$ cat config.mk
export PLATFORM = sky130hd
export DESIGN_NAME = filter_spad_reader
export DESIGN_NICKNAME = d
export VERILOG_FILES = /design/src/rtl/pe_pkg.sv /design/src/rtl/skid_fifo2.sv /design/src/rtl/filter_spad_reader.sv
export SDC_FILE = /design/constraint.sdc
export NUM_CORES = 1
export LEC_CHECK = 0
export ABC_AREA = 1
export CORE_MARGIN = 10
export CORE_UTILIZATION = 53
export DETAILED_ROUTE_END_ITERATION = 16
export DONT_BUFFER_PORTS = 1
export PLACE_DENSITY = 0.66
export SLEW_MARGIN = 20
export SYNTH_ARGS = -nofsm -noshare
export SYNTH_HDL_FRONTEND = slang
export SYNTH_SLANG_ARGS = --single-unit
$ cat constraint.sdc
create_clock -name clk -period 3.48 [get_ports clk]
set_input_delay 0.348 -clock clk [delete_from_list [all_inputs] [get_ports clk]]
set_output_delay 0.348 -clock clk [all_outputs]
set_load 0.01 [all_outputs]
$ cat src/rtl/pe_pkg.sv
// Shared PE definitions: filter-read sequencer states, default sizes, skid depth.
// Latency: n/a (types and constants only).
// Backpressure: n/a.
package pe_pkg;

    typedef enum logic [1:0] {
        ST_IDLE  = 2'd0,
        ST_RUN   = 2'd1,
        ST_DRAIN = 2'd2,
        ST_DONE  = 2'd3
    } rd_state_e;

    localparam int DEF_MEM_DEPTH  = 224;
    localparam int DEF_DATA_WIDTH = 16;

    // Entries in the output skid buffer; the read credit rule is sized against this.
    localparam int SKID_DEPTH = 2;

endpackage

$ cat src/rtl/skid_fifo2.sv
// Two-entry skid FIFO; the head entry drives the output directly from flops.
// Latency: a push is visible at the head the cycle after it is written (when empty).
// Backpressure: pop and push may coincide; a push while full without a pop is an error.
//
// Ports:
//   clk, reset        clock, synchronous active-high reset
//   push_i/push_dat_i write strobe and word
//   pop_i             remove head (ignored when empty)
//   head_dat_o        head word (registered)
//   head_vld_o        head holds a valid word (registered)
//   occ_o             current fill, 0..2
module skid_fifo2
    import pe_pkg::*;
#(
    parameter int WIDTH = DEF_DATA_WIDTH + 1
) (
    input  logic             clk,
    input  logic             reset,
    input  logic             push_i,
    input  logic [WIDTH-1:0] push_dat_i,
    input  logic             pop_i,
    output logic [WIDTH-1:0] head_dat_o,
    output logic             head_vld_o,
    output logic [1:0]       occ_o
);

    localparam logic [1:0] FULL = 2'(SKID_DEPTH);

    logic [WIDTH-1:0] head_q, head_d;
    logic [WIDTH-1:0] tail_q, tail_d;
    logic [1:0]       occ_q, occ_d;
    logic             vld_q;
    logic             pop;

    assign pop = pop_i && (occ_q != 2'd0);

    // Head/tail shift structure: the head is always the oldest word, so the
    // output never needs a read-pointer mux.
    always_comb begin
        head_d = head_q;
        tail_d = tail_q;
        occ_d  = occ_q;
        case (occ_q)
            2'd0: begin
                if (push_i) begin
                    head_d = push_dat_i;
                    occ_d  = 2'd1;
                end
            end
            2'd1: begin
                if (pop && push_i) begin
                    head_d = push_dat_i;
                end else if (pop) begin
                    occ_d = 2'd0;
                end else if (push_i) begin
                    tail_d = push_dat_i;
                    occ_d  = 2'd2;
                end
            end
            default: begin
                if (pop) begin
                    head_d = tail_q;
                    if (push_i) begin
                        tail_d = push_dat_i;
                    end else begin
                        occ_d = 2'd1;
                    end
                end
            end
        endcase
    end

    always_ff @(posedge clk) begin
        if (reset) begin
            head_q <= '0;
            tail_q <= '0;
            occ_q  <= 2'd0;
            vld_q  <= 1'b0;
        end else begin
            head_q <= head_d;
            tail_q <= tail_d;
            occ_q  <= occ_d;
            vld_q  <= (occ_d != 2'd0);
        end
    end

    assign head_dat_o = head_q;
    assign head_vld_o = vld_q;
    assign occ_o      = occ_q;

    a_no_overflow: assert property (@(posedge clk) disable iff (reset)
        !(push_i && !pop && (occ_q == FULL)));

endmodule

$ cat src/rtl/filter_spad_reader.sv
// Walks the filter scratchpad row once per sliding window and streams weights to the MAC.
// Latency: first w_valid two clocks after start is sampled; then 1 word/clk when unstalled.
// Backpressure: w_ready low holds the head word; reads are credited so the 2-entry skid never overflows.
//
// Ports:
//   clk, reset                  clock, synchronous active-high reset
//   start, row_len, num_passes  job launch; lengths sampled on start while idle
//   spad_empty                  spad has not yet written spad_r_addr
//   spad_r_en, spad_r_addr      spad read request
//   spad_dout                   spad read data, one clock after spad_r_en
//   w_data, w_valid, w_last     weight stream to MAC (w_last tags end of each pass)
//   w_ready                     MAC accepts when w_valid && w_ready
//   busy, done                  job in progress; one-cycle completion pulse
module filter_spad_reader
    import pe_pkg::*;
#(
    parameter int MEM_DEPTH  = DEF_MEM_DEPTH,
    parameter int DATA_WIDTH = DEF_DATA_WIDTH,
    parameter int ADDR_WIDTH = $clog2(MEM_DEPTH),
    parameter int PASS_WIDTH = 8
) (
    input  logic                  clk,
    input  logic                  reset,
    input  logic                  start,
    input  logic [ADDR_WIDTH-1:0] row_len,
    input  logic [PASS_WIDTH-1:0] num_passes,
    input  logic                  spad_empty,
    output logic                  spad_r_en,
    output logic [ADDR_WIDTH-1:0] spad_r_addr,
    input  logic [DATA_WIDTH-1:0] spad_dout,
    output logic [DATA_WIDTH-1:0] w_data,
    output logic                  w_valid,
    input  logic                  w_ready,
    output logic                  w_last,
    output logic                  busy,
    output logic                  done
);

    localparam logic [ADDR_WIDTH-1:0] ADDR_ONE = ADDR_WIDTH'(1);
    localparam logic [PASS_WIDTH-1:0] PASS_ONE = PASS_WIDTH'(1);
    localparam logic [1:0]            CREDITS  = 2'(SKID_DEPTH);

    rd_state_e             state_q, state_d;
    logic [ADDR_WIDTH-1:0] addr_q, addr_d;
    logic [ADDR_WIDTH-1:0] row_len_q, row_len_d;
    logic [PASS_WIDTH-1:0] pass_q, pass_d;
    logic [PASS_WIDTH-1:0] num_passes_q, num_passes_d;
    logic                  inflight_q;
    logic                  inflight_last_q;

    logic [DATA_WIDTH:0]   head_dat;
    logic                  head_vld;
    logic [1:0]            occ;
    logic [1:0]            occ_net;
    logic [1:0]            credit_used;
    logic                  pop;
    logic                  rd_en;
    logic                  last_addr;
    logic                  last_pass;

    assign pop = head_vld && w_ready;

    // Occupancy is taken net of this cycle's pop; without that, a buffered
    // head plus one in-flight read would stall every other cycle and the
    // stream could not reach one word per clock.
    assign occ_net     = occ - {1'b0, pop};
    assign credit_used = occ_net + {1'b0, inflight_q};

    assign last_addr = (addr_q == (row_len_q - ADDR_ONE));
    assign last_pass = (pass_q == (num_passes_q - PASS_ONE));
    assign rd_en     = (state_q == ST_RUN) && !spad_empty && (credit_used < CREDITS);

    always_comb begin
        state_d      = state_q;
        addr_d       = addr_q;
        pass_d       = pass_q;
        row_len_d    = row_len_q;
        num_passes_d = num_passes_q;
        case (state_q)
            ST_IDLE: begin
                if (start) begin
                    row_len_d    = row_len;
                    num_passes_d = num_passes;
                    addr_d       = '0;
                    pass_d       = '0;
                    if ((row_len == '0) || (num_passes == '0)) begin
                        state_d = ST_DONE;
                    end else begin
                        state_d = ST_RUN;
                    end
                end
            end
            ST_RUN: begin
                if (rd_en) begin
                    if (last_addr) begin
                        addr_d = '0;
                        if (last_pass) begin
                            state_d = ST_DRAIN;
                        end else begin
                            pass_d = pass_q + PASS_ONE;
                        end
                    end else begin
                        addr_d = addr_q + ADDR_ONE;
                    end
                end
            end
            ST_DRAIN: begin
                // Final word has been accepted once nothing is buffered or in flight.
                if ((occ == 2'd0) && !inflight_q) begin
                    state_d = ST_DONE;
                end
            end
            default: begin
                state_d = ST_IDLE;
            end
        endcase
    end

    always_ff @(posedge clk) begin
        if (reset) begin
            state_q         <= ST_IDLE;
            addr_q          <= '0;
            pass_q          <= '0;
            row_len_q       <= '0;
            num_passes_q    <= '0;
            inflight_q      <= 1'b0;
            inflight_last_q <= 1'b0;
        end else begin
            state_q         <= state_d;
            addr_q          <= addr_d;
            pass_q          <= pass_d;
            row_len_q       <= row_len_d;
            num_passes_q    <= num_passes_d;
            inflight_q      <= rd_en;
            inflight_last_q <= rd_en && last_addr;
        end
    end

    // A read issued on one edge returns on spad_dout during the next cycle
    // and is written into the skid on the following edge with its last tag.
    skid_fifo2 #(
        .WIDTH(DATA_WIDTH + 1)
    ) u_skid (
        .clk        (clk),
        .reset      (reset),
        .push_i     (inflight_q),
        .push_dat_i ({inflight_last_q, spad_dout}),
        .pop_i      (pop),
        .head_dat_o (head_dat),
        .head_vld_o (head_vld),
        .occ_o      (occ)
    );

    assign spad_r_en   = rd_en;
    assign spad_r_addr = addr_q;
    assign w_data      = head_dat[DATA_WIDTH-1:0];
    assign w_last      = head_dat[DATA_WIDTH];
    assign w_valid     = head_vld;
    assign busy        = (state_q == ST_RUN) || (state_q == ST_DRAIN);
    assign done        = (state_q == ST_DONE);

    a_row_len_legal: assert property (@(posedge clk) disable iff (reset)
        ((state_q == ST_IDLE) && start) |-> (int'(row_len) <= MEM_DEPTH));

endmodule

==> reports/metrics.yaml, run 1 <==
run_status:
  outcome: "finished, final reports clean"
logic_synthesis:
  yosysWarnings: 0
  yosysMostFrequentCell: "nand2_1"
  synth.avg_cell_area_um2: 6.99
  synth-xor-area-share_pct: 4.96
  synth_edf_count: 0
  synth_top_family_by_area: "simple AND/OR/NAND/NOR gates"
  synth_compound_area_share_pct: 16.9
  netlist.area_leader.share_pct: 38.4
  synth_top_area_cell: "dfxtp_1"
  synthMuxAreaShare_pct: 0
  syn_area_mm2: 0.00381
  async_flop_share_pct: 0
  syn_nets: 592
  yosys.area_share.simple_pct: 27.2
  synth_area_leaders: "dfxtp_1 (38%), nand2_1 (12%), o21ai_0 (7.4%)"
  synth_top_flop_cell: "dfxtp_1"
  synth-adder-area-share_pct: 3.29
  synth_seq_area_share_pct: 38.4
  yosysUniqueCellTypes: 39
  ys_seq_elements: 73
  netlist_instances: 545
  synth_commonest_cells: "nand2_1 (124), dfxtp_1 (73), inv_1 (63)"
critical_path:
  critPathMaxStageDelay_ps: 400
  cp_num_buf_inv: 2
  ff2ff_path_depth: 13
  path_cells: "nand2_1 -> inv_1 -> ha_1 -> nor2_1 -> or2_1 -> nand4_4 -> inv_1"
  rr_startpoint: "u_skid.head_vld_o"
  critical_path.max_fanout: 5
  startpoint_type: "flip-flop"
  cp_slowest_cell: "dfxtp_1"
  setup.worst_path.end_class: "output pin"
  crit_family: "simple AND/OR/NAND/NOR gates"
  worstPathRequired_ps: 3130
  r2r_end: "pass_q[0]"
  worstPathArrival_ps: 1800
  path_common_cell: "inv_1"
  rrSetupSlack_ps: 1360
  worstSetupPathType: "flip-flop to output pin"
flow_run:
  cap_viol_max_count: 0
clock_tree:
  cts.sink_count: 73
  clk_latency_ps: 350
  cts_inserted_buffers: 9
  ctsLongestPathBuffers: 2
  postCtsSetupBuffers: 0
  cts_resized: 0
  cts_max_level: 3
  clock-root-buffer: "clkbuf_8"
  ctsHoldBuffers: 0
  clk_pin_slew_worst_paths_ps: 80
  cts_tree: "done"
sta:
  final.setup.tns_ps: 0
  slew_violations: 0
  hold_viol: 0
  tightest_slew_ps: 910
  skew_ps: 14.2
  fin_crit_ps: 2150
  layout_worst_path_cycle_share_pct: 61.8
  slew_headroom_pct: 39.3
  clock.fmax_mhz: 465
  rsz0062_at_grt: "no"
  setup_viol: 0
power:
  p_per_area_mw_per_mm2: 677
  peakVddDrop_mv: 0.286
  leakage_nw: 1.65
detailed_routing:
  first_pass_iters: 5
  viasPerCell: 5.14
  drt_iter0_markers: 129
  wire_per_inst_um: 13.9
  drc: 0
  drt_wl_total_mm: 8.89
  vias: 3275
  final_antenna_net_count: 0
grt:
  grt_pass1_wl_mm: 15.1
  overflow: 0
  grt_max_degree: 35
  antenna_found_initial: 0
  grt_pass1_vias: 3183
  grtUsageTotal_pct: 16.0
floorplan:
  initial_core_util_pct: 55.1
  io-pin-count: 66
  core_area_mm2: 0.00691
  die_w_um: 105
  dieArea_mm2: 0.0110
  die_y_um: 105
  rows: 30
final_layout:
  fillers: 663
  nets: 583
  layout-drive-gt1-share_pct: 8.13
  area_growth_pct: 6.67
  utilization_pct: 58.8
  diodes: 0
place:
  gp_congestion: 0.799
  portBuffers: 0
  place.detailed.hpwl_mm: 6.55
hold_path:
  whs_path_depth: 1
  hold_class: "input port to flip-flop"
  holdCritStartpoint: "reset"
  hold-path-endpoint: "pass_q[7]"
state kept, by name, indices dropped and copies added (netlist names):
name and cells:
inflight_last_q 1, inflight_q 1, num_passes_q 8, pass_q 8, row_len_q 8, spad_r_addr 8, state_q 2, u_skid.head_dat_o 17
u_skid.head_vld_o 1, u_skid.occ_o 2, u_skid.tail_q 17
how the worst max path moves through the flow:
stage	to	slack (ps)	from	cells past startpoint
2_1_floorplan	pass_q[2]	1650	u_skid.head_vld_o	12
3_5_place_dp	pass_q[5]	1360	u_skid.head_vld_o	12
6_report	spad_r_en	1330	u_skid.head_vld_o	7
3_3_place_gp	pass_q[2]	1410	u_skid.head_vld_o	12
4_1_cts	spad_r_en	1290	u_skid.head_vld_o	7
5_1_grt	pass_q[0]	1160	u_skid.head_vld_o	13
kinds of logic after synthesis:
family,Yosys count
AOI/OAI and AO/OA,120
xor gates and xnor gates,19
adders and majority gates,10
buffers and inverters,89
DFF,73
and+or+nand+nor,234
placed cells by master (no fill, tap or decap), types with 9 or more instances in the layout:
cell      synthesis  routed
nand3_1          23      23
o21ai_0          56      56
nand2_1         124     124
inv_1            63      63
nor2_1           51      51
dfxtp_1          73      73
a31oi_1          18      18
ha_1             10      10
clkbuf_8          1       9
xor2_1           11      11
a21oi_1          42      42
power breakdown:
| group | switching (W) | internal (W) |
|---|---|---|
| Clock | 0.000328 | 0.000408 |
| Combinational | 0.000605 | 0.000327 |
| Sequential | 0.000133 | 0.000950 |
routing by layer:
metal / vias to the layer above / global-route usage [%] / wire [um]
met5: - / 0 / 0
met4: 0 / 4.31 / 106
met3: 11 / 7.80 / 863
met2: 84 / 25.1 / 3990
met1: 1448 / 19.0 / 3920
li1: 1732 / - / -
stage by stage:
stage | total power (W) | hold slack, ps | worst slack, ps | instances | area (um^2)
floorplan | 0.00186 | 424 | 1650 | 545 | 3810
global placement | 0.00201 | 421 | 1410 | 621 | 3840
detailed placement | 0.00203 | 424 | 1360 | 621 | 3840
CTS | 0.00277 | 47.9 | 1290 | 637 | 4060
global route | 0.00296 | 42.1 | 1160 | 637 | 4060
finish | 0.00275 | 64.4 | 1330 | 637 | 4060
layout make-up:
cell class              instances  area [um^2]  share of cell area (%)
inverters                      67          253                    6.22
flip-flops and latches         73         1460                    36.0
multi-input cells             383         2000                    49.1
well taps                      96          120                    2.96
clock inverters                 6         90.1                    2.22
repair buffers                  2         15.0                   0.370
clock buffers                  10          128                    3.14
No activity file was read; power rests on OpenSTA's default activity.
==> inputs of run 2 (changes only) <==
--- a/config.mk
+++ b/config.mk
@@ -10,7 +10,7 @@
 export CORE_UTILIZATION = 53
 export DETAILED_ROUTE_END_ITERATION = 16
 export DONT_BUFFER_PORTS = 1
-export PLACE_DENSITY = 0.66
+export PLACE_DENSITY = 0.69
 export SLEW_MARGIN = 20
 export SYNTH_ARGS = -nofsm -noshare
 export SYNTH_HDL_FRONTEND = slang
==> constraint.sdc (replaced) <==
create_clock -name clk -period 1.88 [get_ports clk]
set_input_delay 0.188 -clock clk [delete_from_list [all_inputs] [get_ports clk]]
set_output_delay 0.188 -clock clk [all_outputs]
set_load 0.01 [all_outputs]
==> run 2 against run 1 <==
  * The flow now finishes with violations (setup timing)
  * Via count grew 10%
  * Clock power up 110%
  * Final area up 16%
  * Global-route usage up 1.3 points
  * Hold slack worse by 51 ps
  * Register-to-register slack worse by 1400 ps
  * Non-clock buffer count up 48
  * Sequential cell count unchanged
  * Highest routed layer unchanged
==> reports/metrics.yaml, run 2 (same netlist as run 1, synthesis figures left out) <==
sta:
  rsz0062_at_grt: "yes"  # was no
  layout_worst_path_cycle_share_pct: 102
  final.setup.tns_ps: -324  # was 0 ps
  worst_slack_ps: -45.1  # was 1330 ps
  skew_ps: 10.2  # was 14.2 ps
  tightest_slew_ps: 505  # was 910 ps
  slew_headroom_pct: 66.4  # was 39.3%
  setup_viol: 8  # was 0
  clock.fmax_mhz: 519
  hold_viol: 0  # unchanged
  fin_crit_ps: 1930
  slew_violations: 0  # unchanged
  hold_ws_ps: 13.6  # was 64.4 ps
critical_path:
  ff2ff_path_depth: 12  # was 13
  rrSetupSlack_ps: -50  # was 1360 ps
  r2r_end: "pass_q[3]"  # was pass_q[0]
  startpoint_type: "flip-flop"  # unchanged
  setup.worst_path.end_class: "flip-flop"  # was output pin
  endpoint: "pass_q[3]"  # was spad_r_en
  startpoint: "row_len_q[0]"  # was u_skid.head_vld_o
  worstPathArrival_ps: 2150  # was 1800 ps
  rr_startpoint: "row_len_q[0]"  # was u_skid.head_vld_o
  worstPathRequired_ps: 2100  # was 3130 ps
  critical_path.max_fanout: 7  # was 5
  worstSetupPathType: "flip-flop to flip-flop"  # was flip-flop to output pin
floorplan:
  die_w_um: 105  # unchanged
  initial_core_util_pct: 55.1  # unchanged
  io-pin-count: 66  # unchanged
  die_y_um: 105  # unchanged
  rows: 30  # unchanged
  dieArea_mm2: 0.0110  # unchanged
  core_area_mm2: 0.00691  # unchanged
grt:
  grt_pass1_vias: 3417  # was 3183
  antenna_found_initial: 0  # unchanged
  grtUsageTotal_pct: 17.3  # was 16.0%
  overflow: 0  # unchanged
  grt_pass1_wl_mm: 16.1  # was 15.1 mm
  grt_max_degree: 57  # was 35
power:
  seq_power_share_pct: 34.0  # was 39.4%
  p_int_w: 0.00362  # was 0.00169 W
  p_clk_share_pct: 25.6  # was 26.7%
  p_per_area_mw_per_mm2: 1250  # was 677 mW/mm^2
  leakage_nw: 1.91  # was 1.65 nW
  switchingPower_w: 0.00227  # was 0.00107 W
  p_sw_share_pct: 38.5  # was 38.7%
  peakVddDrop_mv: 0.620  # was 0.286 mV
  combPwrFrac_pct: 40.3  # was 33.9%
hold_path:
  hold_class: "input port to flip-flop"  # unchanged
  whs_path_depth: 2  # was 1
place:
  portBuffers: 0  # unchanged
  place_area_mm2: 0.00403  # was 0.00384 mm^2
  gp_congestion: 0.821  # was 0.799
  post-place-ws_ps: -65.6  # was 1360 ps
  place.detailed.hpwl_mm: 6.63  # was 6.55 mm
detailed_routing:
  vias: 3604  # was 3275
  first_pass_iters: 4  # was 5
  drt_wl_total_mm: 9.87  # was 8.89 mm
  viasPerCell: 5.25  # was 5.14
  drc: 0  # unchanged
  drt_iter0_markers: 127  # was 129
  wire_per_inst_um: 14.4  # was 13.9 um
  final_antenna_net_count: 0  # unchanged
clock_tree:
  cts_inserted_buffers: 9  # unchanged
  cts.sink_count: 73  # unchanged
  cts_tree: "done"  # unchanged
  ctsLongestPathBuffers: 2  # unchanged
  clock-root-buffer: "clkbuf_8"  # unchanged
  clk_pin_slew_worst_paths_ps: 90  # was 80 ps
  clk_latency_ps: 350  # about the same
  cts_max_level: 3  # unchanged
final_layout:
  final_cell_mix: "nand2_1 (110), dfxtp_1 (67), o21ai_0 (55)"  # was nand2_1 (124), dfxtp_1 (73), inv_1 (63)
  diodes: 0  # unchanged
  finish.instance_area_mm2: 0.00472  # was 0.00406 mm^2
  area_growth_pct: 23.8  # was 6.67%
  nets: 633  # was 583
  layout-drive-gt1-share_pct: 21.2  # was 8.13%
  fillers: 613  # was 663
  utilization_pct: 68.3  # was 58.8%
  mostFrequentLayoutCell: "nand2_1"  # unchanged
run_status:
  violations: "setup timing"
  outcome: "finished with violations"  # was finished, final reports clean
flow_run:
  cap_viol_max_count: 0  # unchanged
run 2: cell count changes in the layout (fill, tap and decap cells not counted), sizes merged:
cell         before  now
inv              67   66
dlygate4sd3       0   15
clkinvlp          1    2
a21oi            43   44
buf               2   35
bufinv            2    3
clkbuf           10    9
run 2: stage by stage:
step	power [W]	cells
5_1_grt	0.00633	686
4_1_cts	0.00549	676
3_5_place_dp	0.00389	644
3_3_place_gp	0.00383	644
2_1_floorplan	0.00344	545
6_report	0.00588	686
run 2: routing by layer:
metal / vias up / part of all wire, % / track usage, %
li1: 1845 / - / -
met1: 1668 / 43 / 19.7
met2: 78 / 48 / 29.4
met3: 13 / 7.2 / 6.88
met4: 0 / 1.6 / 4.80
met5: - / 0 / 0
run 2: worst min path at each step:
stage,startpoint,to,slack [ps]
6_report,spad_dout[5],u_skid.head_dat_o[5],10
5_1_grt,spad_dout[5],u_skid.head_dat_o[5],6
4_1_cts,spad_dout[5],u_skid.head_dat_o[5],2
3_5_place_dp,reset,pass_q[6],260
3_3_place_gp,reset,pass_q[4],260
2_1_floorplan,spad_dout[15],u_skid.head_dat_o[15],350
run 2: power by group through the flow:
stage / sequential, W / combinational, W / clock [W]
floorplan: 0.00197 / 0.00147 / 0
global placement: 0.00202 / 0.00182 / 0
detailed placement: 0.00202 / 0.00187 / 0
CTS: 0.00199 / 0.00198 / 0.00152
global route: 0.00203 / 0.00270 / 0.00160
finish: 0.00200 / 0.00237 / 0.00151
run 2: layout make-up:
| cell class | instances | area (um^2) | area share (%) |
|---|---|---|---|
| Tap cell | 96 | 120 | 2.55 |
| Clock buffer | 9 | 124 | 2.63 |
| Timing Repair Buffer | 50 | 433 | 9.18 |
| Multi-Input combinational cell | 384 | 2180 | 46.2 |
| Clock inverter | 6 | 116 | 2.47 |
| Inverter | 67 | 265 | 5.62 |
| Timing Repair inverter | 1 | 7.51 | 0.159 |
| Sequential cell | 73 | 1470 | 31.1 |
run 2: worst max-delay path, cell delays in order (launching register included):
cell	delay, ps
dfxtp_2	350
inv_2	50
ha_4	260
or2_4	100
nand3_2	50
nor2_2	120
nand2_1	70
nor2_2	150
nand3_4	130
a21oi_4	260
nand2_4	130
nand2_1	80
a21oi_1	50
run 2: what timing repair did:
action                                  in CTS  in global routing
endpoints found under the setup margin      13                 37
endpoints found under the hold margin       24                  0
gates resized for setup                     10                 55
pin swaps                                    3                 24
gates cloned                                 1                  1
hold buffers                                15                  0
setup buffers                                1                  9
